==> config.mk <==
export PLATFORM = sky130hd
export DESIGN_NAME = bus_access_arbiter
export DESIGN_NICKNAME = d
export VERILOG_FILES = /design/src/rtl/bus_access_arbiter.sv
export SDC_FILE = /design/constraint.sdc
export NUM_CORES = 1
export LEC_CHECK = 0
export CAP_MARGIN = 15
export CELL_PAD_IN_SITES_DETAIL_PLACEMENT = 1
export CELL_PAD_IN_SITES_GLOBAL_PLACEMENT = 1
export CORE_MARGIN = 2
export CORE_UTILIZATION = 27
export DETAILED_ROUTE_END_ITERATION = 16
export GPL_TIMING_DRIVEN = 0
export PLACE_DENSITY = 0.9
export SLEW_MARGIN = 40
export SYNTH_ARGS = -nofsm -noshare
export SYNTH_HDL_FRONTEND = slang
export SYNTH_SLANG_ARGS = --single-unit
==> constraint.sdc <==
create_clock -name clk -period 2.9 [get_ports clk]
set_input_delay 0.435 -clock clk [delete_from_list [all_inputs] [get_ports clk]]
set_output_delay 0.435 -clock clk [all_outputs]
set_load 0.005 [all_outputs]
==> src/rtl/bus_access_arbiter.sv <==
`default_nettype none
// ============================================================================
//  Module   : bus_access_arbiter
//  Purpose  : Arbitrates NUM_CH requesters onto a single APB-like master port.
//             Fixed-priority (ch0 highest) or round-robin grant, wait states
//             via ready, optional access timeout reported as an error.
//  Ports    : clk, rst (async, active-low)
//             chReq/chAddr/chWrite/chWdata  - per-channel request side
//             chAck/chRdata/chErr           - completion pulse, data, error
//             addr/select/enable/write/wdata/rdata/ready - bus master port
//  Revision : 1.0 - initial release
// ============================================================================
module bus_access_arbiter #(
  parameter int NUM_CH         = 2,
  parameter int ADDR_WIDTH     = 32,
  parameter int DATA_WIDTH     = 32,
  parameter int ARB_MODE       = 0,
  parameter int TIMEOUT_CYCLES = 0
) (
  input  logic                         clk,
  input  logic                         rst,
  input  logic [NUM_CH-1:0]            chReq,
  input  logic [NUM_CH*ADDR_WIDTH-1:0] chAddr,
  input  logic [NUM_CH-1:0]            chWrite,
  input  logic [NUM_CH*DATA_WIDTH-1:0] chWdata,
  output logic [NUM_CH-1:0]            chAck,
  output logic [DATA_WIDTH-1:0]        chRdata,
  output logic                         chErr,
  output logic [ADDR_WIDTH-1:0]        addr,
  output logic                         select,
  output logic                         enable,
  output logic                         write,
  output logic [DATA_WIDTH-1:0]        wdata,
  input  logic [DATA_WIDTH-1:0]        rdata,
  input  logic                         ready
);

  localparam int PW = (NUM_CH > 1) ? $clog2(NUM_CH) : 1;
  localparam int CW = (TIMEOUT_CYCLES > 1) ? $clog2(TIMEOUT_CYCLES + 1) : 1;
  // Count value on the last permitted wait cycle; only used when a timeout exists.
  localparam logic [CW-1:0] c_cnt_last = CW'(TIMEOUT_CYCLES - 1);

  typedef enum logic [1:0] {
    ST_IDLE   = 2'd0,
    ST_SETUP  = 2'd1,
    ST_ACCESS = 2'd2,
    ST_DONE   = 2'd3
  } state_t;

  state_t                  r_state;
  state_t                  w_state_nxt;
  logic [PW-1:0]           r_gnt;
  logic [PW-1:0]           r_ptr;
  logic [CW-1:0]           r_cnt;
  logic [NUM_CH-1:0]       r_ack;
  logic [DATA_WIDTH-1:0]   r_rdata;
  logic                    r_err;
  logic [ADDR_WIDTH-1:0]   r_addr;
  logic                    r_sel;
  logic                    r_en;
  logic                    r_write;
  logic [DATA_WIDTH-1:0]   r_wdata;

  logic [NUM_CH-1:0]       w_elig;
  logic                    w_found;
  logic [PW-1:0]           w_sel;
  int                      w_idx;
  logic [NUM_CH-1:0]       w_gnt_oh;
  logic                    w_tick;
  logic                    w_timeout;
  logic [PW-1:0]           w_ptr_nxt;

  // Arbitration. In DONE the channel just served is masked so that a
  // requester still holding chReq during its ack cycle is not re-granted.
  always_comb begin
    w_elig  = chReq;
    w_found = 1'b0;
    w_sel   = '0;
    w_idx   = 0;
    if (r_state == ST_DONE) begin
      w_elig[r_gnt] = 1'b0;
    end
    for (int i = 0; i < NUM_CH; i++) begin
      w_idx = (ARB_MODE == 1) ? (int'(r_ptr) + i) : i;
      if (w_idx >= NUM_CH) begin
        w_idx = w_idx - NUM_CH;
      end
      if (!w_found && w_elig[w_idx[PW-1:0]]) begin
        w_found = 1'b1;
        w_sel   = w_idx[PW-1:0];
      end
    end
  end

  always_comb begin
    w_gnt_oh        = '0;
    w_gnt_oh[r_gnt] = 1'b1;
    w_ptr_nxt       = (int'(r_gnt) == NUM_CH - 1) ? '0 : r_gnt + 1'b1;
  end

  // Timeout fires on the wait cycle that brings the count to TIMEOUT_CYCLES.
  assign w_tick = (TIMEOUT_CYCLES != 0) && (r_cnt == c_cnt_last);

  always_comb begin
    w_state_nxt = r_state;
    w_timeout   = 1'b0;
    case (r_state)
      ST_IDLE:   if (w_found) w_state_nxt = ST_SETUP;
      ST_SETUP:  w_state_nxt = ST_ACCESS;
      ST_ACCESS: begin
        if (ready) begin
          w_state_nxt = ST_DONE;
        end else if (w_tick) begin
          w_state_nxt = ST_DONE;
          w_timeout   = 1'b1;
        end
      end
      ST_DONE:   w_state_nxt = w_found ? ST_SETUP : ST_IDLE;
      default:   w_state_nxt = ST_IDLE;
    endcase
  end

  // All outputs are registered from the next state so they line up with it.
  always_ff @(posedge clk or negedge rst) begin
    if (!rst) begin
      r_state <= ST_IDLE;
      r_gnt   <= '0;
      r_ptr   <= '0;
      r_cnt   <= '0;
      r_ack   <= '0;
      r_rdata <= '0;
      r_err   <= 1'b0;
      r_addr  <= '0;
      r_sel   <= 1'b0;
      r_en    <= 1'b0;
      r_write <= 1'b0;
      r_wdata <= '0;
    end else begin
      r_state <= w_state_nxt;
      r_sel   <= (w_state_nxt == ST_SETUP) || (w_state_nxt == ST_ACCESS);
      r_en    <= (w_state_nxt == ST_ACCESS);
      r_ack   <= '0;
      r_err   <= 1'b0;
      if (w_state_nxt == ST_SETUP) begin
        r_gnt   <= w_sel;
        r_addr  <= chAddr[int'(w_sel)*ADDR_WIDTH +: ADDR_WIDTH];
        r_write <= chWrite[w_sel];
        r_wdata <= chWdata[int'(w_sel)*DATA_WIDTH +: DATA_WIDTH];
        r_cnt   <= '0;
      end
      if (r_state == ST_ACCESS && !ready) begin
        r_cnt <= r_cnt + 1'b1;
      end
      if (r_state == ST_ACCESS && w_state_nxt == ST_DONE) begin
        r_ack   <= w_gnt_oh;
        r_err   <= w_timeout;
        r_rdata <= (ready && !r_write) ? rdata : '0;
        r_ptr   <= w_ptr_nxt;
      end
    end
  end

  assign chAck   = r_ack;
  assign chRdata = r_rdata;
  assign chErr   = r_err;
  assign addr    = r_addr;
  assign select  = r_sel;
  assign enable  = r_en;
  assign write   = r_write;
  assign wdata   = r_wdata;

endmodule
`default_nettype wire
==> qor.yml <==
cells_and_area:
  utilization_pct: 46.9
  diodes: 0
  final_nets: 930
  syn2layout_area_growth_pct: 71.3
  drive_above_1_share_pct: 8.92
  fin_area_um2: 8030
floorplanning:
  fp.dieH_um: 136
  dieArea_um2: 18400
  fp-row-count: 48
  fp.coreArea_um2: 17100
  io_pins: 269
  start_util_pct: 27.4
  die_w_um: 136
setup_path:
  cp-startpoint: "r_state[0]$_DFF_PN0_"
  cp_data_required_time_ns: 3.20
  r2r_slack_ns: 0.22
  crit_type: "reg -> reg"
  r2r_cells: 10
  slowest_delay_ns: 0.41
  end_kind: "flip-flop"
  arrival_ns: 2.97
  worstPathCellList: "ha_1, a21boi_4, buf_4, nor2_1, o22ai_2, ha_1, nand2_2, nor3b_4, buf_4, a22o_1"
  reg2reg_from: "r_state[0]$_DFF_PN0_"
  worst-path-max-fanout: 10
  r2r-end: "chRdata[9]$_DFFE_PN0P_"
  endpoint: "chRdata[9]$_DFFE_PN0P_"
  start_kind: "flip-flop"
  critPathBufInv: 2
  critPathSlowestCell: "dfrtp_1"
  cp_top_family: "simple AND/OR/NAND/NOR gates"
  crit_cells: 10
clocking:
  clockBufferDepth: 2
  clk_latency_ns: 0.36
  h-tree-depth: 3
  cts_sinks: 104
  cts_tree: "done"
  clk_pin_slew_ns: 0.08
  cts_buffers: 9
  clock_tree.root_cell: "clkbuf_16"
pwr:
  powerDensity_nw_per_um2: 978
  p_leak_uw: 0.00329
  total_power_uw: 7850
  peakVddDrop_v: 0.000342
synth:
  synth_warnings: 0
  synth_top_family_by_area: "compound AO/OA/AOI/OAI gates"
  netlist-cell-type-count: 24
  synth-edff-count: 0
  syn_area_um2: 4680
  yosys.area.top_type: "dfrtp_1"
  synthArstFlopShare_pct: 100
  synth_flop_cell: "dfrtp_1"
  yosys.area.top_type_share_pct: 55.6
  yosysSeqAreaShare_pct: 55.6
  syn_inst: 476
  synth-adder-area-share_pct: 1.60
  syn_area_per_cell_um2: 9.84
  synth_area_leaders: "dfrtp_1 (56%), a31oi_1 (8.7%), nand3_1 (7.1%)"
  synth-simple-area-share_pct: 13.2
  post-synth-top-count-cell: "dfrtp_1"
  synth-compound-area-share_pct: 22.9
  synthMuxAreaShare_pct: 0
  synth_common_cells: "dfrtp_1 (104), nor2_1 (69), nand3_1 (66), o21ai_1 (66), a31oi_1 (65)"
  syn-num-nets: 649
  synth_xor_area_share_pct: 0
  synth_seq_cells: 104
placement:
  place.gp.congestion: 0.782
  post_dp_cell_area_um2: 7670
  hpwl_um: 14100
  numPortBuffers: 267
  dpl_worst_slack_ns: -0.422
sta:
  rsz0062_at_grt: "no"
  tightest_slew_ns: 0.561
  post-route-min-period_ns: 2.68
  setup_slack_ns: 0.224
  slew_headroom_pct: 62.6
  setup_viol: 0
  fmax_ghz: 0.374
  fin_crit_sh_pct: 92.3
  report.final.slew_viol_count: 0
  final-hold-violation-count: 0
  whs_ns: 0.512
  clock_skew_ns: 0.00854
grt:
  antenna_found_initial: 0
  grt.total_usage_pct: 20.4
  grt_pass1_vias: 5228
  grt_overflow_total: 0
  grt_max_degree: 54
  grt_pass1_wl_um: 28900
routing:
  ant_nets: 0
  drtPass1Iterations: 5
  drt-total-wl_um: 19100
  post_drt_wl_per_cell_um: 19.3
  num_vias: 4955
  routed_via_density: 5.02
  detail_route.iter0.violations: 181
  drc: 0
min_path:
  min_path_type: "reg -> reg"
flow_run:
  cap_violations: 0
run_status:
  status: "complete, no violations"
state kept, by name (all words and copies together) (netlist names):
| signal | cells |
|---|---|
| chAck | 2 |
| select | 1 |
| enable | 1 |
| r_state | 2 |
| chRdata | 32 |
| write | 1 |
| wdata | 32 |
| addr | 32 |
| r_gnt | 1 |
layer usage:
metal / vias up / wire [µm] / track usage (%)
li1: 2297 / - / -
met4: 0 / 671 / 9.61
met5: - / 0 / 0
met1: 2428 / 7800 / 25.4
met3: 43 / 1100 / 3.70
met2: 187 / 9490 / 34.2
timing repair:
item | 4_1_cts | 5_1_grt
hold buffers | 1 | 0
gates resized for setup | 11 | 20
buffers inserted | 1 | 0
hold endpoints to repair | 41 | 0
pin swaps | 1 | 1
endpoints found under the setup margin | 96 | 96
final cells by class:
cell class                 count  area [µm²]
fill                        1968        9090
timing repair buffer         270        2720
sequential                   104        2600
multi-input combinational    316        1790
buffer                        50         320
tap                          225         282
clock buffer                   9         225
clock inverter                 7        61.3
inverter                       6        22.5
per-stage QoR:
stage | setup TNS [ns] | cells
after detailed placement | -34.61 | 969
after CTS | 0 | 987
after floorplan | 0 | 476
final | 0 | 987
after global routing | 0 | 987
after global placement | -331.62 | 968
where the power goes:
group	internal (µW)	switching, µW
Combinational	2070	2140
Sequential	2080	330
Clock	605	632
how the worst min path moves through the flow:
stage / from / to / cells after the start
3_3_place_gp: chRdata[20]$_DFFE_PN0P_ / chRdata[20]$_DFFE_PN0P_ / 1
6_report: chRdata[23]$_DFFE_PN0P_ / chRdata[23]$_DFFE_PN0P_ / 1
3_5_place_dp: rst / addr[27]$_DFFE_PN0N_ / 1
4_1_cts: chRdata[7]$_DFFE_PN0P_ / chRdata[7]$_DFFE_PN0P_ / 1
5_1_grt: chRdata[5]$_DFFE_PN0P_ / chRdata[5]$_DFFE_PN0P_ / 1
2_1_floorplan: rst / addr[0]$_DFFE_PN0N_ / 0
layout by cell type, fill, tap and decap left out:
| cell | netlist | final |
|---|---|---|
| a21bo_1 | 1 | 1 |
| a21boi_4 | 0 | 1 |
| a21oi_1 | 1 | 1 |
| a22o_1 | 32 | 32 |
| a31oi_1 | 65 | 65 |
| buf_16 | 0 | 1 |
| buf_2 | 15 | 11 |
| buf_4 | 12 | 17 |
| buf_6 | 5 | 5 |
| buf_8 | 0 | 1 |
| clkbuf_1 | 18 | 5 |
| clkbuf_16 | 0 | 9 |
| clkbuf_2 | 0 | 11 |
| clkbuf_4 | 0 | 2 |
| clkdlybuf4s50_1 | 0 | 266 |
| clkinv_2 | 0 | 1 |
| clkinvlp_4 | 0 | 1 |
| conb_1 | 1 | 1 |
| dfrtp_1 | 104 | 104 |
| dlygate4sd3_1 | 0 | 1 |
| ha_1 | 6 | 6 |
| inv_1 | 6 | 6 |
| inv_6 | 0 | 3 |
| inv_8 | 0 | 2 |
| nand2_2 | 1 | 1 |
| nand2b_1 | 1 | 1 |
| nand3_1 | 66 | 66 |
| nor2_1 | 69 | 69 |
| nor2b_1 | 1 | 1 |
| nor3b_4 | 0 | 1 |
| o21a_1 | 1 | 1 |
| o21ai_0 | 1 | 1 |
| o21ai_1 | 66 | 66 |
| o22a_1 | 1 | 1 |
| o22ai_2 | 0 | 1 |
kinds of logic after synthesis:
group	after synthesis
AO/OA/AOI/OAI	170
AND/OR/NAND/NOR	139
flip-flops	104
buffers and inverters	56
adder cells (fa/ha/maj)	6
other	1
No activity file was read; power rests on OpenSTA's default activity.
